File: src/rtl/pool1_window_reader_pkg.sv
// Shared constants, types and helpers for the pool1 window reader.
// The conv1 map is walked in 2x2 windows; OUT_DIM is the pooled side length.
package pool1_pkg;
  localparam int DATA_W     = 16;
  localparam int IN_DIM     = 24;
  localparam int ADDR_W     = 10;
  localparam int OUT_ADDR_W = 8;
  localparam int OUT_DIM    = IN_DIM / 2;
  localparam int IDX_W      = $clog2(OUT_DIM);

  typedef logic signed [DATA_W-1:0] data_t;

  typedef enum logic [2:0] {IDLE, READ, DRAIN, EMIT, DONE} state_e;

  // Offset of the k-th element of a 2x2 window from its top-left address.
  function automatic logic [ADDR_W-1:0] rd_offset(input logic [1:0] k);
    case (k)
      2'd0:    rd_offset = '0;
      2'd1:    rd_offset = ADDR_W'(1);
      2'd2:    rd_offset = ADDR_W'(IN_DIM);
      default: rd_offset = ADDR_W'(IN_DIM + 1);
    endcase
  endfunction
endpackage

File: src/rtl/pool1_window_reader_if.sv
// Read port to the conv1 memory and valid/ready output port to the pool1 writer.
interface pool1_window_reader_if;
  import pool1_pkg::*;

  logic [ADDR_W-1:0]     rd_addr;
  logic                  rd_en;
  data_t                 rd_data;
  data_t                 out_data;
  logic [OUT_ADDR_W-1:0] out_addr;
  logic                  out_valid;
  logic                  out_ready;

  modport master (
    output rd_addr, rd_en, out_data, out_addr, out_valid,
    input  rd_data, out_ready
  );

  modport slave (
    input  rd_addr, rd_en, out_data, out_addr, out_valid,
    output rd_data, out_ready
  );
endinterface

File: src/rtl/pool1_window_reader_pool_max_unit.sv
// Registered signed max accumulator: load overwrites, cmp keeps the strictly larger value.
module pool_max_unit
  import pool1_pkg::*;
(
  input  logic  i_clk,
  input  logic  i_reset,
  input  logic  i_load,
  input  logic  i_cmp,
  input  data_t i_data,
  output data_t o_max
);
  data_t r_max;

  always_ff @(posedge i_clk) begin
    if (i_reset)                          r_max <= '0;
    else if (i_load)                      r_max <= i_data;
    else if (i_cmp && (i_data > r_max))   r_max <= i_data;
  end

  assign o_max = r_max;
endmodule

File: src/rtl/pool1_window_reader.sv
// Walks the conv1 map in 2x2 windows, reads each window and emits its signed maximum.
//   state | meaning
//   IDLE  | waiting for i_enable
//   READ  | issuing the 4 window reads (r_k = 0..3)
//   DRAIN | last datum returning from memory
//   EMIT  | pooled value offered until accepted
//   DONE  | all windows emitted, sticky until reset
module pool1_window_reader
  import pool1_pkg::*;
#(
  parameter logic [pool1_pkg::ADDR_W-1:0] BASE_ADDR = '0
) (
  input  logic i_clk,
  input  logic i_reset,
  input  logic i_enable,
  output logic o_done,
  pool1_window_reader_if.master bus
);
  localparam logic [IDX_W-1:0]  LAST_IDX = IDX_W'(OUT_DIM - 1);
  localparam logic [ADDR_W-1:0] ROW_STEP = ADDR_W'(2 * IN_DIM);

  state_e                r_state;
  logic [1:0]            r_k;
  logic [IDX_W-1:0]      r_pr, r_pc;
  logic [ADDR_W-1:0]     r_row_base, r_col_off, r_rd_addr;
  logic                  r_rd_en, r_out_valid, r_done;
  logic [OUT_ADDR_W-1:0] r_out_addr;

  logic                  w_last_col, w_last_win, w_load, w_cmp;
  logic [ADDR_W-1:0]     w_win_base, w_next_row_base, w_next_col_off;
  data_t                 w_max;

  assign w_win_base      = r_row_base + r_col_off;
  assign w_last_col      = (r_pc == LAST_IDX);
  assign w_last_win      = w_last_col && (r_pr == LAST_IDX);
  assign w_next_row_base = w_last_col ? r_row_base + ROW_STEP : r_row_base;
  assign w_next_col_off  = w_last_col ? '0 : r_col_off + ADDR_W'(2);

  // Data for issue k lands one cycle later, i.e. while r_k = k+1 (or in DRAIN for k=3).
  assign w_load = (r_state == READ) && (r_k == 2'd1);
  assign w_cmp  = ((r_state == READ) && (r_k >= 2'd2)) || (r_state == DRAIN);

  pool_max_unit u_max (
    .i_clk   (i_clk),
    .i_reset (i_reset),
    .i_load  (w_load),
    .i_cmp   (w_cmp),
    .i_data  (bus.rd_data),
    .o_max   (w_max)
  );

  always_ff @(posedge i_clk) begin
    if (i_reset) begin
      r_state     <= IDLE;
      r_k         <= '0;
      r_pr        <= '0;
      r_pc        <= '0;
      r_row_base  <= BASE_ADDR;
      r_col_off   <= '0;
      r_rd_addr   <= '0;
      r_rd_en     <= 1'b0;
      r_out_valid <= 1'b0;
      r_out_addr  <= '0;
      r_done      <= 1'b0;
    end else begin
      case (r_state)
        IDLE: begin
          if (i_enable) begin
            r_state   <= READ;
            r_k       <= '0;
            r_rd_en   <= 1'b1;
            r_rd_addr <= w_win_base;
          end
        end
        READ: begin
          if (r_k == 2'd3) begin
            r_state <= DRAIN;
            r_rd_en <= 1'b0;
          end else begin
            r_k       <= r_k + 2'd1;
            r_rd_addr <= w_win_base + rd_offset(r_k + 2'd1);
          end
        end
        DRAIN: begin
          r_state     <= EMIT;
          r_out_valid <= 1'b1;
        end
        EMIT: begin
          if (bus.out_ready) begin
            r_out_valid <= 1'b0;
            if (w_last_win) begin
              r_state <= DONE;
              r_done  <= 1'b1;
            end else begin
              r_state    <= READ;
              r_k        <= '0;
              r_pc       <= w_last_col ? '0 : r_pc + IDX_W'(1);
              r_pr       <= w_last_col ? r_pr + IDX_W'(1) : r_pr;
              r_row_base <= w_next_row_base;
              r_col_off  <= w_next_col_off;
              r_out_addr <= r_out_addr + OUT_ADDR_W'(1);
              r_rd_en    <= 1'b1;
              r_rd_addr  <= w_next_row_base + w_next_col_off;
            end
          end
        end
        DONE:    r_state <= DONE;
        default: r_state <= IDLE;
      endcase
    end
  end

  assign bus.rd_addr   = r_rd_addr;
  assign bus.rd_en     = r_rd_en;
  assign bus.out_data  = w_max;
  assign bus.out_addr  = r_out_addr;
  assign bus.out_valid = r_out_valid;
  assign o_done        = r_done;
endmodule

File: src/flat_wrapper.sv
// flat-port wrapper written by rule: the top's interface ports become plain ports
module pool1_window_reader_flat import pool1_pkg::*;
#(
  parameter logic [pool1_pkg::ADDR_W-1:0] BASE_ADDR = '0
)
  (i_clk, i_reset, i_enable, o_done, bus_rd_addr, bus_rd_en, bus_out_data, bus_out_addr, bus_out_valid, bus_rd_data, bus_out_ready);
  pool1_window_reader_if bus_i ();
  input  logic i_clk;
  input  logic i_reset;
  input  logic i_enable;
  output logic o_done;
  output wire logic [$bits(bus_i.rd_addr)-1:0] bus_rd_addr;
  output wire logic [$bits(bus_i.rd_en)-1:0] bus_rd_en;
  output wire logic [$bits(bus_i.out_data)-1:0] bus_out_data;
  output wire logic [$bits(bus_i.out_addr)-1:0] bus_out_addr;
  output wire logic [$bits(bus_i.out_valid)-1:0] bus_out_valid;
  input wire logic [$bits(bus_i.rd_data)-1:0] bus_rd_data;
  input wire logic [$bits(bus_i.out_ready)-1:0] bus_out_ready;
  assign bus_rd_addr = bus_i.rd_addr;
  assign bus_rd_en = bus_i.rd_en;
  assign bus_out_data = bus_i.out_data;
  assign bus_out_addr = bus_i.out_addr;
  assign bus_out_valid = bus_i.out_valid;
  assign bus_i.rd_data = bus_rd_data;
  assign bus_i.out_ready = bus_out_ready;
  pool1_window_reader #(.BASE_ADDR(BASE_ADDR)) u_core (.i_clk(i_clk), .i_reset(i_reset), .i_enable(i_enable), .o_done(o_done), .bus(bus_i));
endmodule
File: config.mk
export PLATFORM = sky130hd
export DESIGN_NAME = pool1_window_reader_flat
export DESIGN_NICKNAME = d
export VERILOG_FILES = /design/src/rtl/pool1_window_reader_pkg.sv /design/src/rtl/pool1_window_reader_if.sv /design/src/rtl/pool1_window_reader_pool_max_unit.sv /design/src/rtl/pool1_window_reader.sv /design/src/flat_wrapper.sv
export SDC_FILE = /design/constraint.sdc
export NUM_CORES = 1
export LEC_CHECK = 0
export ABC_AREA = 1
export BUFFER_PORTS_ARGS = -buffer_cell sky130_fd_sc_hd__clkbuf_2
export CAP_MARGIN = 20
export CORE_UTILIZATION = 45
export DETAILED_ROUTE_END_ITERATION = 10
export MAX_ROUTING_LAYER = met4
export PLACE_DENSITY = 0.68
export SETUP_SLACK_MARGIN = 0.5
export SYNTH_ARGS = -nofsm -noshare
export SYNTH_HDL_FRONTEND = slang
export SYNTH_SLANG_ARGS = --single-unit
File: constraint.sdc
create_clock -name i_clk -period 2.45 [get_ports i_clk]
set_input_delay 0.49 -clock i_clk [delete_from_list [all_inputs] [get_ports i_clk]]
set_output_delay 0.49 -clock i_clk [all_outputs]
set_load 0.01 [all_outputs]
Yosys cells after proc, flatten, opt, wreduce, memory -nomap -nowiden

Cells that the tools add are included.

Register bits after elaboration: 70
Input port bits: 20
Word-level logic and storage cells: 87
Output and inout bits: 37

Eq/ne operators: 15
Reduce and logical (&&, ||, !) cells: 17
$lt $le $gt $ge: 2
Bitwise operators: 1
Multiplexer cells: 31
$add $sub $neg: 9

Operators by type and width:

| kind                                                | number |
|---|---|
| two-way mux 10 bit                                  | 9 |
| two-way mux 16 bit                                  | 2 |
| adder 10 bit                                        | 3 |
| case mux 10 bit (3 select lines)                    | 1 |
| greater-than comparator 16 bit                      | 1 |
| case mux 3 bit (5 select lines)                     | 1 |
| case mux 5 bit (3 select lines)                     | 1 |
| two-way mux 3 bit                                   | 4 |
| adder 10 x 2 -> 10 bit, second input constant       | 1 |
| adder 10 x 6 -> 10 bit, second input constant       | 1 |
| inequality test 2 bit, second input constant        | 5 |
| AND reduction 5 bit                                 | 2 |
| AND reduction 3 bit                                 | 3 |
| adder 4 x 1 -> 4 bit, second input constant         | 2 |
| adder 8 x 1 -> 8 bit, second input constant         | 1 |
| equality test 4 bit, second input constant          | 2 |
| two-way mux 2 bit                                   | 4 |
| equality test 3 x 2 -> 1 bit, second input constant | 2 |
| case mux 2 bit (3 select lines)                     | 1 |
| two-way mux 1 bit                                   | 5 |
| equality test 2 x 1 -> 1 bit, second input constant | 2 |
| equality test 2 bit, second input constant          | 2 |
| logical AND 1 bit                                   | 4 |
| two-way mux 4 bit                                   | 1 |
| 14 further kinds                                    | 15 |

Depth between registers and ports, before layout

Gate-level depths: netlist of the first run.

Depth in word-level cells: 9
Depth in mapped cells: 20
Mapped depth without buffers: 20

By module

From an unflattened synthesis of the first run, not the netlist that was laid out.

Cells, all modules: 625
Area total of the unflattened synthesis: 4365.4 sq um

By module, submodules not included:

| module              | seq. area each (sq um) | area an instance (sq um) | cells an instance | instances |
|---|---|---|---|---|
| pool1_window_reader | 1001.0                 | 3135.5                   | 451               | 1 |
| pool_max_unit       | 320.3                  | 1229.9                   | 174               | 1 |

Worst setup path after synthesis of the first run

No wires, ideal clock.

Path kind: register -> register
Start point: reg u_core.r_pc[0]
End point: reg u_core.r_rd_addr[9], in the netlist u_core.bus.rd_addr[9]
Setup slack: 0.172 ns
Cell stages (with the launch flop): 18
Required time: 2.331 ns
Arrival time: 2.159 ns
Clock period less this slack: 2.278 ns
Buffers on the path: 0
Setup time: 0.119 ns
Path through: dfxtp_1 -> ha_1 -> nand2_1 -> nor2_1 -> nand4_1 -> xor2_1 -> inv_1 -> ha_1 -> a21oi_1 -> nand2_1 -> nor2_1 -> inv_1 -> nand2_1 -> nand2_1 -> nand2_1 -> nand3_1 -> nand2_1 -> a21oi_1

Longest elaborated chain between the ends: 6
Elaborated cells between the ends (all ways): 10
Those cells by class: add/sub: 1; eq/ne: 2; mux: 5; reduce/logical: 2

Ends and longest elaborated chain:

| element                          | line                       | source |
|---|---|---|
| start: declaration               | pool1_window_reader.sv:24  | `logic [IDX_W-1:0] r_pr, r_pc;` |
| start signal: assignment         | pool1_window_reader.sv:97  | `r_pc <= w_last_col ? '0 : r_pc + IDX_W'(1);` |
| equality test 4 bit              | pool1_window_reader.sv:34  | `assign w_last_col = (r_pc == LAST_IDX);` |
| two-way mux 10 bit               | pool1_window_reader.sv:36  | `assign w_next_row_base = w_last_col ? r_row_base + ROW_STEP : r_row_base;` |
| net u_core.w_next_row_base[8]    | pool1_window_reader.sv:30  | `logic [ADDR_W-1:0] w_win_base, w_next_row_base, w_next_col_off;` |
| adder 10 bit                     | pool1_window_reader.sv:103 | `r_rd_addr <= w_next_row_base + w_next_col_off;` |
| two-way mux 10 bit               | pool1_window_reader.sv:91  | `if (w_last_win) begin` |
| two-way mux 10 bit               | pool1_window_reader.sv:89  | `if (bus.out_ready) begin` |
| case mux 10 bit (3 select lines) | pool1_window_reader.sv:66  | `case (r_state)` |
| end signal: assignment           | pool1_window_reader.sv:72  | `r_rd_addr <= w_win_base;` |
| end signal: assignment           | pool1_window_reader.sv:81  | `r_rd_addr <= w_win_base + rd_offset(r_k + 2'd1);` |
| end signal: assignment           | pool1_window_reader.sv:103 |  |
| end: declaration                 | pool1_window_reader.sv:25  | `logic [ADDR_W-1:0] r_row_base, r_col_off, r_rd_addr;` |

The timed path passes the listed nets, and every way through them passes these cells. The select of a mux whose other input is x is not followed.
A chain may end at the register's enable or synchronous reset.

Worst setup path in the final report of the first run

Same ends and word-level chain as after synthesis.

==> results of run 1 <==
## synth_stat cells, drive strengths merged
| cell type | instances | area share, % |
|---|---|---|
| nor3 | 7 | 0.81 |
| a22oi | 1 | 0.17 |
| ha | 38 | 11 |
| nand2 | 113 | 10 |
| o21bai | 1 | 0.17 |
| xor2 | 8 | 1.6 |
| a211oi | 3 | 0.52 |
| nor3b | 3 | 0.64 |
| buf | 13 | 2.5 |
| inv | 88 | 7.7 |
| xnor2 | 2 | 0.41 |
| o22ai | 1 | 0.15 |
| dfxtp | 66 | 31 |
| nand4 | 9 | 1.7 |
| a31oi | 5 | 0.73 |
| clkbuf | 6 | 0.52 |
| o21a | 1 | 0.17 |
| fa | 2 | 0.93 |
| nor2 | 59 | 5.8 |
| o211ai | 2 | 0.35 |
| a21oi | 78 | 9.2 |
| nand3 | 53 | 7.3 |
| or2 | 3 | 0.44 |
| o21ai | 50 | 6.0 |
| nand3b | 1 | 0.17 |
| nor4 | 1 | 0.15 |
## power by group through the flow
stage,Combinational (W),Clock [W],Sequential (W)
floorplan,0.000533,0,0.00128
global placement,0.000739,0,0.00125
detailed placement,0.000760,0,0.00125
CTS,0.000827,0.00101,0.00122
global route,0.00107,0.00106,0.00124
finish,0.000962,0.000982,0.00123
## timing repair
action / in CTS / in global routing
endpoints found under the setup margin: 30 / 38
pin swaps: 14 / 39
setup buffers: 14 / 9
gates cloned: 3 / 0
endpoints found under the hold margin: 0 / 0
resized for setup: 31 / 77
## critical path, delay by kind of cell (launching register included)
kind | cells | cell delay, ns
AOI/OAI and AO/OA | 2 | 0.16
buffers and inverters | 2 | 0.16
xor gates and xnor gates | 1 | 0.20
and+or+nand+nor | 10 | 0.87
adders and majority gates | 2 | 0.44
DFF | 1 | 0.37
## worst min path at each step
stage | startpoint | endpoint | slack (ns) | depth (start not counted)
after global placement | u_core.bus.out_valid$_SDFFE_PP0P_ | u_core.bus.out_valid$_SDFFE_PP0P_ | 0.45 | 2
final | bus_rd_data[6] | u_core.u_max.o_max[6]$_SDFFE_PP0P_ | 0.39 | 3
after CTS | bus_rd_data[6] | u_core.u_max.o_max[6]$_SDFFE_PP0P_ | 0.37 | 3
after detailed placement | u_core.bus.out_valid$_SDFFE_PP0P_ | u_core.bus.out_valid$_SDFFE_PP0P_ | 0.45 | 2
after floorplan | u_core.r_col_off[0]$_SDFFE_PP0P_ | u_core.r_col_off[0]$_SDFFE_PP0P_ | 0.43 | 2
after global routing | bus_rd_data[6] | u_core.u_max.o_max[6]$_SDFFE_PP0P_ | 0.40 | 3
## flip-flops by register name, summed over array words and instances, names as in the netlist
signal and cells:
u_core.r_col_off 10, u_core.r_k 2, u_core.bus.rd_addr 10, u_core.bus.out_valid 1
u_core.r_state 3, u_core.bus.rd_en 1, u_core.o_done 1, u_core.bus.out_addr 8
u_core.r_row_base 6, u_core.r_pr 4, u_core.r_pc 4, u_core.u_max.o_max 16
## metrics by stage
step / std cells / total power (W) / TNS (ns) / cell area [µm²] / util (%)
finish: 832 / 0.00317 / 0 / 5650 / 61.2
CTS: 823 / 0.00306 / 0 / 5260 / 56.9
floorplan: 614 / 0.00181 / 0 / 4420 / -
global route: 832 / 0.00338 / -0.0520 / 5650 / 61.2
global placement: 791 / 0.00199 / 0 / 4810 / 52.0
detailed placement: 791 / 0.00201 / 0 / 4810 / 52.0
## cells by family after synthesis
family | count (synthesis) | share of synthesized area [%]
AOI/OAI and AO/OA | 142 | 17.5
xor gates and xnor gates | 10 | 2.03
adders and majority gates | 40 | 12.0
buffers and inverters | 107 | 10.7
DFF | 66 | 30.6
and+or+nand+nor | 249 | 27.2
## layer usage
metal / wire length [µm] / GRT usage, % / vias to the layer above
met2: 5730 / 40.7 / 112
met3: 532 / 4.46 / 21
met4: 269 / 10.6 / 0
li1: - / - / 2204
met1: 4860 / 26.8 / 2006
met5: 0 / - / -
## cell type report
type,instances,share of cell area (%)
multi-input combinational,444,53.9
clock inverter,2,0.620
sequential,66,24.0
inverter,88,5.89
timing repair buffer,90,9.83
tap,129,2.86
clock buffer,13,2.99
==> flow_summary_export.csv, run 1 <==
group,metric,value,unit
sta,min_period,2.31,ns
yosys,syn_area,0.00431,mm²
worst_setup_path,required,2.68,ns
layout,final-seq-area,0.00136,mm²
sta,hold_viol_final,0,
drt,vias_per_cell,5.22,
clocking,htree_num_levels,3,
pwr,p_leak,2.63,nW
layout,final_nets,759,
sta,maxSlewViolCount,0,
layout,final_common_cell,"nand2_1",
pwr,sw_frac_of_total,33.8,%
layout,area_growth,31.1,%
die,initial_core_util,46.7,%
placement,hpwl,7.47,mm
sta,worstMarginPinSlew,0.473,ns
global_routing,grt_usage,23.7,%
placement,portBuffers,56,
worst_setup_path,startpoint_type,"register",
layout,drive_gt1_share,32.9,%
clocking,clk_latency,0.34,ns
pwr,pwr-share-clk,31.0,%
pwr,seq_power_share,38.7,%
die,chipWidth,99.9,µm
drt,drc_errors,0,
die,die_h,99.9,µm
layout,num_antenna_cells,0,
die,ios,57,
global_routing,grt_max_degree,33,
status,outcome,"complete, no violations",
worst_setup_path,critPathCapture,"u_core.bus.rd_addr[9]$_SDFFE_PP0P_",
clocking,clkTransAtPathRegs,0.08,ns
global_routing,grt_pass1_wl,18.4,mm
worst_setup_path,r2r_slack,0.14,ns
pwr,combPwrFrac,30.3,%
worst_hold_path,holdCritPathClass,"in2reg",
layout,n_fill_cell,796,
sta,layout_setup_ws,0.140,ns
die,fp-row-count,35,
drt,dr.first_iter.drc_count,153,
layout,multi_input_area,0.00304,mm²
clocking,cts_root_buf,"clkbuf_8",
drt,wl_per_cell,13.7,µm
drt,drtAntennaViolNets,0,
sta,finalSetupViolations,0,
worst_setup_path,cp-end-kind,"register",
layout,final_cell_mix,"nand2_1 (94), inv_1 (70), a21oi_1 (64)",
worst_setup_path,crit_fanout,4,
drt,vias,4343,
global_routing,grt_overflow_total,0,
placement,dpl_worst_slack,0.0818,ns
sta,clock.fmax,0.433,GHz
sta,rsz0062_at_grt,"yes",
yosys,synthCells,614,
drt,first_pass_iters,4,
yosys,syn_avg_cell_area,7.02,µm²
worst_setup_path,reg2reg_to,"u_core.bus.rd_addr[9]$_SDFFE_PP0P_",
worst_setup_path,path_cells,"ha_4, nand2_4, nor2_4, nand4_1, xor2_1, inv_1, ha_4, a21oi_2, nand2_1, nor2_2, inv_1, nand2_2, nand2_1, nand2_1, nand3_2, nand2_1, a21oi_2",
global_routing,antenna_found_initial,0,
yosys,synth.ff_latch_count,66,
worst_setup_path,crit_top_cell,"nand2_1",
worst_setup_path,crit_path_top_delay_cell,"dfxtp_4",
clocking,numCtsBuffers,9,
pwr,switchingPower,0.00107,W
placement,place.gp.congestion,0.918,
drt,wl,11.4,mm
pwr,powerDensity,561,mW/mm²
clocking,clockBufferDepth,2,
job,maxCapViolations,0,
clocking,cts_tree,"yes",
yosys,synth.distinct_cells,39,
sta,fin_crit_sh,94.3,%
clocking,postCtsHoldBufs,0,
worst_setup_path,slowest_delay,0.37,ns
yosys,yosys_warnings,0,
sta,whs,0.388,ns
worst_setup_path,reg2reg_from,"u_core.r_pc[0]$_SDFFE_PP0P_",
sta,finClkSkew,0.00806,ns
clocking,cts_num_sinks,66,
die,coreArea,0.00924,mm²
yosys,yosysSeqAreaShare,30.6,%
worst_setup_path,crit_type,"reg2reg",
die,die_area,0.00998,mm²
pwr,max-vdd-ir-drop,0.000273,V
sta,slew_headroom,68.4,%
yosys,synth_fp_nets,674,
worst_setup_path,critPathArrivalTime,2.54,ns
worst_setup_path,r2r_cells,17,
pwr,internal-power,0.00210,W
worst_setup_path,crit_start,"u_core.r_pc[0]$_SDFFE_PP0P_",
global_routing,first_global_vias,4157,
Power figures use the tool's default switching activity.
==> run 2, diff against run 1 <==
--- a/config.mk
+++ b/config.mk
@@ -15,4 +15,5 @@
 export SETUP_SLACK_MARGIN = 0.5
 export SYNTH_ARGS = -nofsm -noshare
 export SYNTH_HDL_FRONTEND = slang
+export SYNTH_HIERARCHICAL = 1
 export SYNTH_SLANG_ARGS = --single-unit
==> flow_summary_export.csv, run 2 <==
group,metric,value,unit
global_routing,grt_usage,24.8,%
drt,wl_per_cell,13.9,µm
drt,drtAntennaViolNets,0,
worst_setup_path,crit_path_top_delay_cell,"dfxtp_2",
drt,dr.first_iter.drc_count,297,
yosys,yosys_warnings,6,
placement,portBuffers,56,
sta,layout_setup_ws,0.139,ns
worst_hold_path,min_delay_path_depth,3,
yosys,post-synth-top-area-cell,"dfxtp_1",
yosys,synth.ff_latch_count,66,
yosys,synth_ff_type,"dfxtp_1",
die,fp-row-count,35,
placement,dp_cells,798,
status,outcome,"complete, no violations",
layout,stdcell_count,852,
job,maxCapViolations,0,
drt,vias,4415,
sta,min_period,2.31,ns
sta,worstMarginPinSlew,0.611,ns
placement,dpl_worst_slack,0.0679,ns
yosys,synthCells,625,
worst_setup_path,cp-end-kind,"register",
yosys,synth.distinct_cells,44,
die,ios,57,
global_routing,grt_max_degree,33,
clocking,cts_root_buf,"clkbuf_8",
yosys,syn_area,0.00437,mm²
global_routing,first_global_vias,4133,
die,coreArea,0.00933,mm²
pwr,powerDensity,551,mW/mm²
layout,largest_register_ffs,16,
clocking,postCtsHoldBufs,0,
clocking,numCtsBuffers,9,
placement,hpwl,7.70,mm
worst_setup_path,r2r_cells,15,
sta,rsz0062_at_grt,"yes",
yosys,yosysSeqAreaShare,30.3,%
sta,finClkSkew,0.00859,ns
die,chipWidth,100,µm
global_routing,grt_pass1_wl,19.1,mm
yosys,synth_top_area_share,30.3,%
placement,place.gp.congestion,0.879,
layout,final_cell_mix,"nand2_1 (110), inv_1 (79), nor2_1 (60)",
clocking,clkTransAtPathRegs,0.08,ns
layout,num_antenna_cells,0,
sta,tns,0,ns
pwr,max-vdd-ir-drop,0.000266,V
global_routing,antenna_found_initial,0,
clocking,clockBufferDepth,2,
sta,whs,0.380,ns
yosys,synthTopCellsByArea,"dfxtp_1 (30%), ha_1 (11%), nand2_1 (10%), inv_1 (7.8%), a21oi_1 (6.8%)",
sta,hold_viol_final,0,
yosys,ys_top_cells_by_count,"nand2_1 (119), inv_1 (91), nor2_1 (69)",
worst_setup_path,crit_type,"reg2reg",
drt,drc_errors,0,
drt,vias_per_cell,5.18,
worst_setup_path,path_delay_family,"simple AND/OR/NAND/NOR gates",
yosys,yosysMostFrequentCell,"nand2_1",
yosys,async_flop_share,0,%
layout,drive_gt1_share,31.0,%
worst_setup_path,startpoint_type,"register",
worst_setup_path,reg2reg_to,"u_core/bus.rd_addr[9]$_SDFFE_PP0P_",
sta,fin_crit_sh,94.3,%
worst_setup_path,critPathArrivalTime,2.54,ns
clocking,cts_num_sinks,66,
sta,finalSetupViolations,0,
yosys,synth_fp_nets,685,
die,die_area,0.0101,mm²
drt,first_pass_iters,7,
clocking,cts_tree,"yes",
worst_setup_path,required,2.68,ns
worst_setup_path,path_cells,"ha_4, nand3_4, buf_6, nor2_2, xor2_1, ha_1, nand2_2, nand2_1, a21o_1, inv_1, nand2_1, nand3_1, nand2_1, nand2_1, a21oi_1",
drt,wl,11.9,mm
worst_setup_path,slowest_delay,0.36,ns
worst_setup_path,crit_fanout,6,
clocking,htree_num_levels,3,
yosys,synth-edff-count,0,
pwr,total_power,0.00314,W
sta,clock.fmax,0.433,GHz
worst_setup_path,crit_top_cell,"nand2_1",
yosys,syn_avg_cell_area,6.98,µm²
worst_hold_path,holdCritPathClass,"in2reg",
worst_hold_path,min_to,"u_core/u_max/o_max[1]$_SDFFE_PP0P_",
layout,area_growth,30.3,%
sta,slew_headroom,59.2,%
worst_hold_path,min-delay-start,"bus_rd_data[1]",
layout,final_common_cell,"nand2_1",
worst_setup_path,r2r_slack,0.14,ns
global_routing,grt_overflow_total,0,
worst_setup_path,reg2reg_from,"u_core/r_pc[1]$_SDFFE_PP0P_",
layout,final_nets,778,
pwr,p_leak,2.72,nW
die,die_h,100,µm
worst_setup_path,path_buf_inv,2,
die,initial_core_util,46.8,%
worst_setup_path,crit_cells,15,
sta,maxSlewViolCount,0,
clocking,clk_latency,0.35,ns
run 2: changes by cell type after synthesis, moves of 5 or more:
cell	previous run	this run
a21oi_1	76	59
nor2_1	55	69
nand2_1	110	119
inv_1	83	91
o21ai_1	8	0
nand3_1	45	40
run 2: power breakdown:
part           switching [W]  internal, W  leakage, nW
Sequential         0.0000580      0.00116        0.544
Clock               0.000453     0.000557        0.108
Combinational       0.000542     0.000367         2.07
Total                0.00105      0.00208         2.72
run 2: worst max-delay path by stage:
stage                                          start                                  to  slack [ns]
floorplan           u_core/r_col_off[2]$_SDFFE_PP0P_  u_core/bus.rd_addr[9]$_SDFFE_PP0P_        0.33
global placement         u_core/r_pc[0]$_SDFFE_PP0P_  u_core/bus.rd_addr[9]$_SDFFE_PP0P_        0.12
detailed placement  u_core/r_col_off[2]$_SDFFE_PP0P_  u_core/bus.rd_addr[9]$_SDFFE_PP0P_        0.07
CTS                 u_core/r_col_off[1]$_SDFFE_PP0P_  u_core/bus.rd_addr[8]$_SDFFE_PP0P_        0.21
global route             u_core/r_pc[1]$_SDFFE_PP0P_  u_core/bus.rd_addr[9]$_SDFFE_PP0P_        0.05
finish                   u_core/r_pc[1]$_SDFFE_PP0P_  u_core/bus.rd_addr[9]$_SDFFE_PP0P_        0.14
run 2: layout make-up:
class,count,area [µm²]
Clock inverter,4,47.5
Inverter,95,370
Tap cell,129,161
Fill cell,818,3640
Timing Repair Buffer,99,627
Multi-Input combinational cell,447,2970
Sequential cell,66,1350
Clock buffer,12,166
run 2: metal layers:
metal / wire length, µm / global-route usage (%) / share of wire (%)
met1: 5370 / 31.0 / 45
met2: 5650 / 39.8 / 48
met3: 603 / 4.85 / 5.1
met4: 249 / 9.48 / 2.1
met5: 0 / - / 0
run 2: stage by stage:
stage               instance area (µm²)  util (%)
floorplan                          4450         -
global placement                   4830      51.8
detailed placement                 4830      51.8
CTS                                5450      58.5
global route                       5690      61.0
finish                             5690      61.0
run 2: kinds of logic after synthesis:
family                   after synthesis  share of synthesized area (%)
AO/OA/AOI/OAI                        118                           14.8
XOR/XNOR                               9                           1.98
adder cells (fa/ha/maj)               40                           11.8
buffers and inverters                115                           11.0
flip-flops                            66                           30.3
AND/OR/NAND/NOR                      277                           30.2
run 2: worst register-to-register path: stages, from the launching register on:
cell	delay [ns]
dfxtp_2	0.36
ha_4	0.15
nand3_4	0.11
buf_6	0.16
nor2_2	0.17
xor2_1	0.28
ha_1	0.32
nand2_2	0.08
nand2_1	0.06
a21o_1	0.20
inv_1	0.06
nand2_1	0.05
nand3_1	0.06
nand2_1	0.05
nand2_1	0.05
a21oi_1	0.05
run 2: what timing repair did:
item                       4_1_cts  5_1_grt
setup endpoints to repair       23       32
buffers inserted                27        8
cloned                           3        0
pin swaps                       22       19
gates resized for setup         37       48
==> run 3, diff against run 2 <==
--- a/config.mk
+++ b/config.mk
@@ -8,10 +8,12 @@
 export ABC_AREA = 1
 export BUFFER_PORTS_ARGS = -buffer_cell sky130_fd_sc_hd__clkbuf_2
 export CAP_MARGIN = 20
+export CORE_MARGIN = 5
 export CORE_UTILIZATION = 45
 export DETAILED_ROUTE_END_ITERATION = 10
 export MAX_ROUTING_LAYER = met4
 export PLACE_DENSITY = 0.68
+export REMOVE_ABC_BUFFERS = 1
 export SETUP_SLACK_MARGIN = 0.5
 export SYNTH_ARGS = -nofsm -noshare
 export SYNTH_HDL_FRONTEND = slang
==> flow_summary_export.csv, run 3 (synthesized netlist as in run 2, its figures left out) <==
group,metric,value,unit
worst_setup_path,cp-end-kind,"register",
global_routing,grt_usage,21.2,%
global_routing,first_global_vias,4283,
clocking,cts_num_sinks,66,
pwr,combPwrFrac,28.8,%
die,die_h,108,µm
worst_setup_path,startpoint_type,"register",
pwr,internal-power,0.00188,W
pwr,powerDensity,529,mW/mm²
drt,vias_per_cell,5.16,
layout,final_cell_mix,"nand2_1 (113), inv_1 (85), nor2_1 (65)",
global_routing,grt_pass1_wl,19.4,mm
worst_setup_path,path_delay_family,"simple AND/OR/NAND/NOR gates",
worst_setup_path,critPathArrivalTime,2.68,ns
clocking,clk_latency,0.35,ns
clocking,htree_num_levels,3,
drt,vias,4408,
sta,maxSlewViolCount,0,
drt,dr.first_iter.drc_count,220,
clocking,postCtsHoldBufs,0,
pwr,sw_frac_of_total,35.0,%
pwr,switchingPower,0.00101,W
sta,finClkSkew,0.0137,ns
layout,largest_register_ffs,16,
die,fp-row-count,36,
pwr,seq_power_share,42.1,%
die,coreArea,0.00959,mm²
global_routing,grt_max_degree,33,
worst_hold_path,holdCritPathClass,"in2reg",
pwr,pwr-share-clk,29.1,%
worst_setup_path,crit_fanout,3,
sta,worstMarginPinSlew,0.689,ns
drt,drc_errors,0,
die,chipWidth,108,µm
clocking,cts_tree,"yes",
drt,first_pass_iters,5,
placement,portBuffers,56,
layout,drive_gt1_share,27.0,%
worst_setup_path,path_buf_inv,5,
global_routing,antenna_found_initial,0,
pwr,p_leak,2.68,nW
sta,rsz0062_at_grt,"yes",
global_routing,grt_overflow_total,0,
sta,min_period,2.43,ns
worst_setup_path,required,2.69,ns
clocking,cts_root_buf,"clkbuf_8",
sta,fin_crit_sh,99.4,%
sta,slew_headroom,54.0,%
drt,wl,11.8,mm
clocking,numCtsBuffers,9,
clocking,clockBufferDepth,2,
sta,whs,0.377,ns
die,die_area,0.0118,mm²
worst_setup_path,path_cells,"inv_1, nor2_1, inv_1, nor2_1, a21oi_1, nor3_2, ha_1, nand2_1, nand3_2, buf_4, buf_4, nor2_1, o221ai_1, o21ai_1, inv_1",
layout,utilization,57.1,%
drt,drtAntennaViolNets,0,
die,ios,57,
layout,n_fill_cell,894,
placement,hpwl,8.15,mm
layout,area_growth,25.4,%
job,maxCapViolations,0,
sta,finalSetupViolations,0,
pwr,max-vdd-ir-drop,0.000379,V
drt,wl_per_cell,13.8,µm
worst_setup_path,slowest_delay,0.36,ns
worst_setup_path,crit_path_top_delay_cell,"dfxtp_4",
layout,num_antenna_cells,0,
status,outcome,"complete, no violations",
sta,hold_viol_final,0,
layout,final_common_cell,"nand2_1",
worst_setup_path,crit_type,"reg2reg",
die,initial_core_util,45.5,%
sta,clock.fmax,0.411,GHz
clocking,clkTransAtPathRegs,0.08,ns
layout,final_nets,777,
placement,place.gp.congestion,0.856,
[run 3: cell types whose count changed in the layout (fill, tap and decap cells not counted), moves of 3 or more]
| cell | delta |
|---|---|
| dfxtp_1 | +5 |
| dfxtp_2 | -4 |
| ha_1 | +4 |
| ha_4 | -4 |
| inv_1 | +6 |
| inv_2 | -5 |
| nand2_1 | +3 |
| nand2_4 | -3 |
| nor2_1 | +5 |
| nor2_4 | -3 |
[run 3: area by class of cell]
class / instances / area (µm²) / area share, %
clock buffers: 10 / 138 / 2.51
clock inverters: 6 / 42.5 / 0.777
inverters: 95 / 364 / 6.65
multi-input cells: 445 / 2770 / 50.5
flip-flops and latches: 66 / 1340 / 24.5
well taps: 133 / 166 / 3.04
repair buffers: 100 / 656 / 12.0
[run 3: metal layers]
metal / global-route usage, % / vias up / wire length [µm]
li1: - / 2234 / -
met1: 24.4 / 2016 / 5010
met2: 36.1 / 132 / 5850
met3: 4.18 / 26 / 642
met4: 8.57 / 0 / 276
met5: - / - / 0
[run 3: worst min-delay path: stages]
cell	delay [ns]
clkbuf_2	0.09
a21oi_1	0.04
nor2_1	0.08
[run 3: power groups by stage]
| stage | combinational [W] | sequential, W | clock (W) |
|---|---|---|---|
| after global routing | 0.000950 | 0.00123 | 0.000914 |
| final | 0.000835 | 0.00122 | 0.000842 |
| after floorplan | 0.000479 | 0.00127 | 0 |
| after detailed placement | 0.000746 | 0.00125 | 0 |
| after CTS | 0.000819 | 0.00122 | 0.000874 |
| after global placement | 0.000721 | 0.00124 | 0 |
[run 3: worst paths after layout]
| check | startpoint | slack (ns) | cells past startpoint | endpoint |
|---|---|---|---|---|
| max reg2reg | u_core/r_col_off[3]$_SDFFE_PP0P_ | 0.02 | 15 | u_core/bus.rd_addr[7]$_SDFFE_PP0P_ |
| min | bus_rd_data[11] | 0.38 | 3 | u_core/u_max/o_max[11]$_SDFFE_PP0P_ |
| max | u_core/r_col_off[3]$_SDFFE_PP0P_ | 0.02 | 15 | u_core/bus.rd_addr[7]$_SDFFE_PP0P_ |
| min reg2reg | u_core/r_col_off[0]$_SDFFE_PP0P_ | 0.47 | 2 | u_core/r_col_off[0]$_SDFFE_PP0P_ |
[run 3: per-stage QoR]
step                cell area, µm²  setup TNS (ns)  setup WS [ns]  power [W]  instances
floorplan                     4240               0         0.0365    0.00175        605
global placement              4820               0         0.0912    0.00196        811
detailed placement            4820               0         0.0202    0.00199        811
CTS                           5280               0          0.216    0.00291        847
global route                  5470          -0.482         -0.228    0.00309        855
finish                        5470               0         0.0158    0.00289        855
[run 3: timing repair]
item,in CTS,in global routing
buffers inserted,19,8
pin swaps,23,14
resized for setup,39,29
gates cloned,1,0
setup endpoints to repair,29,49
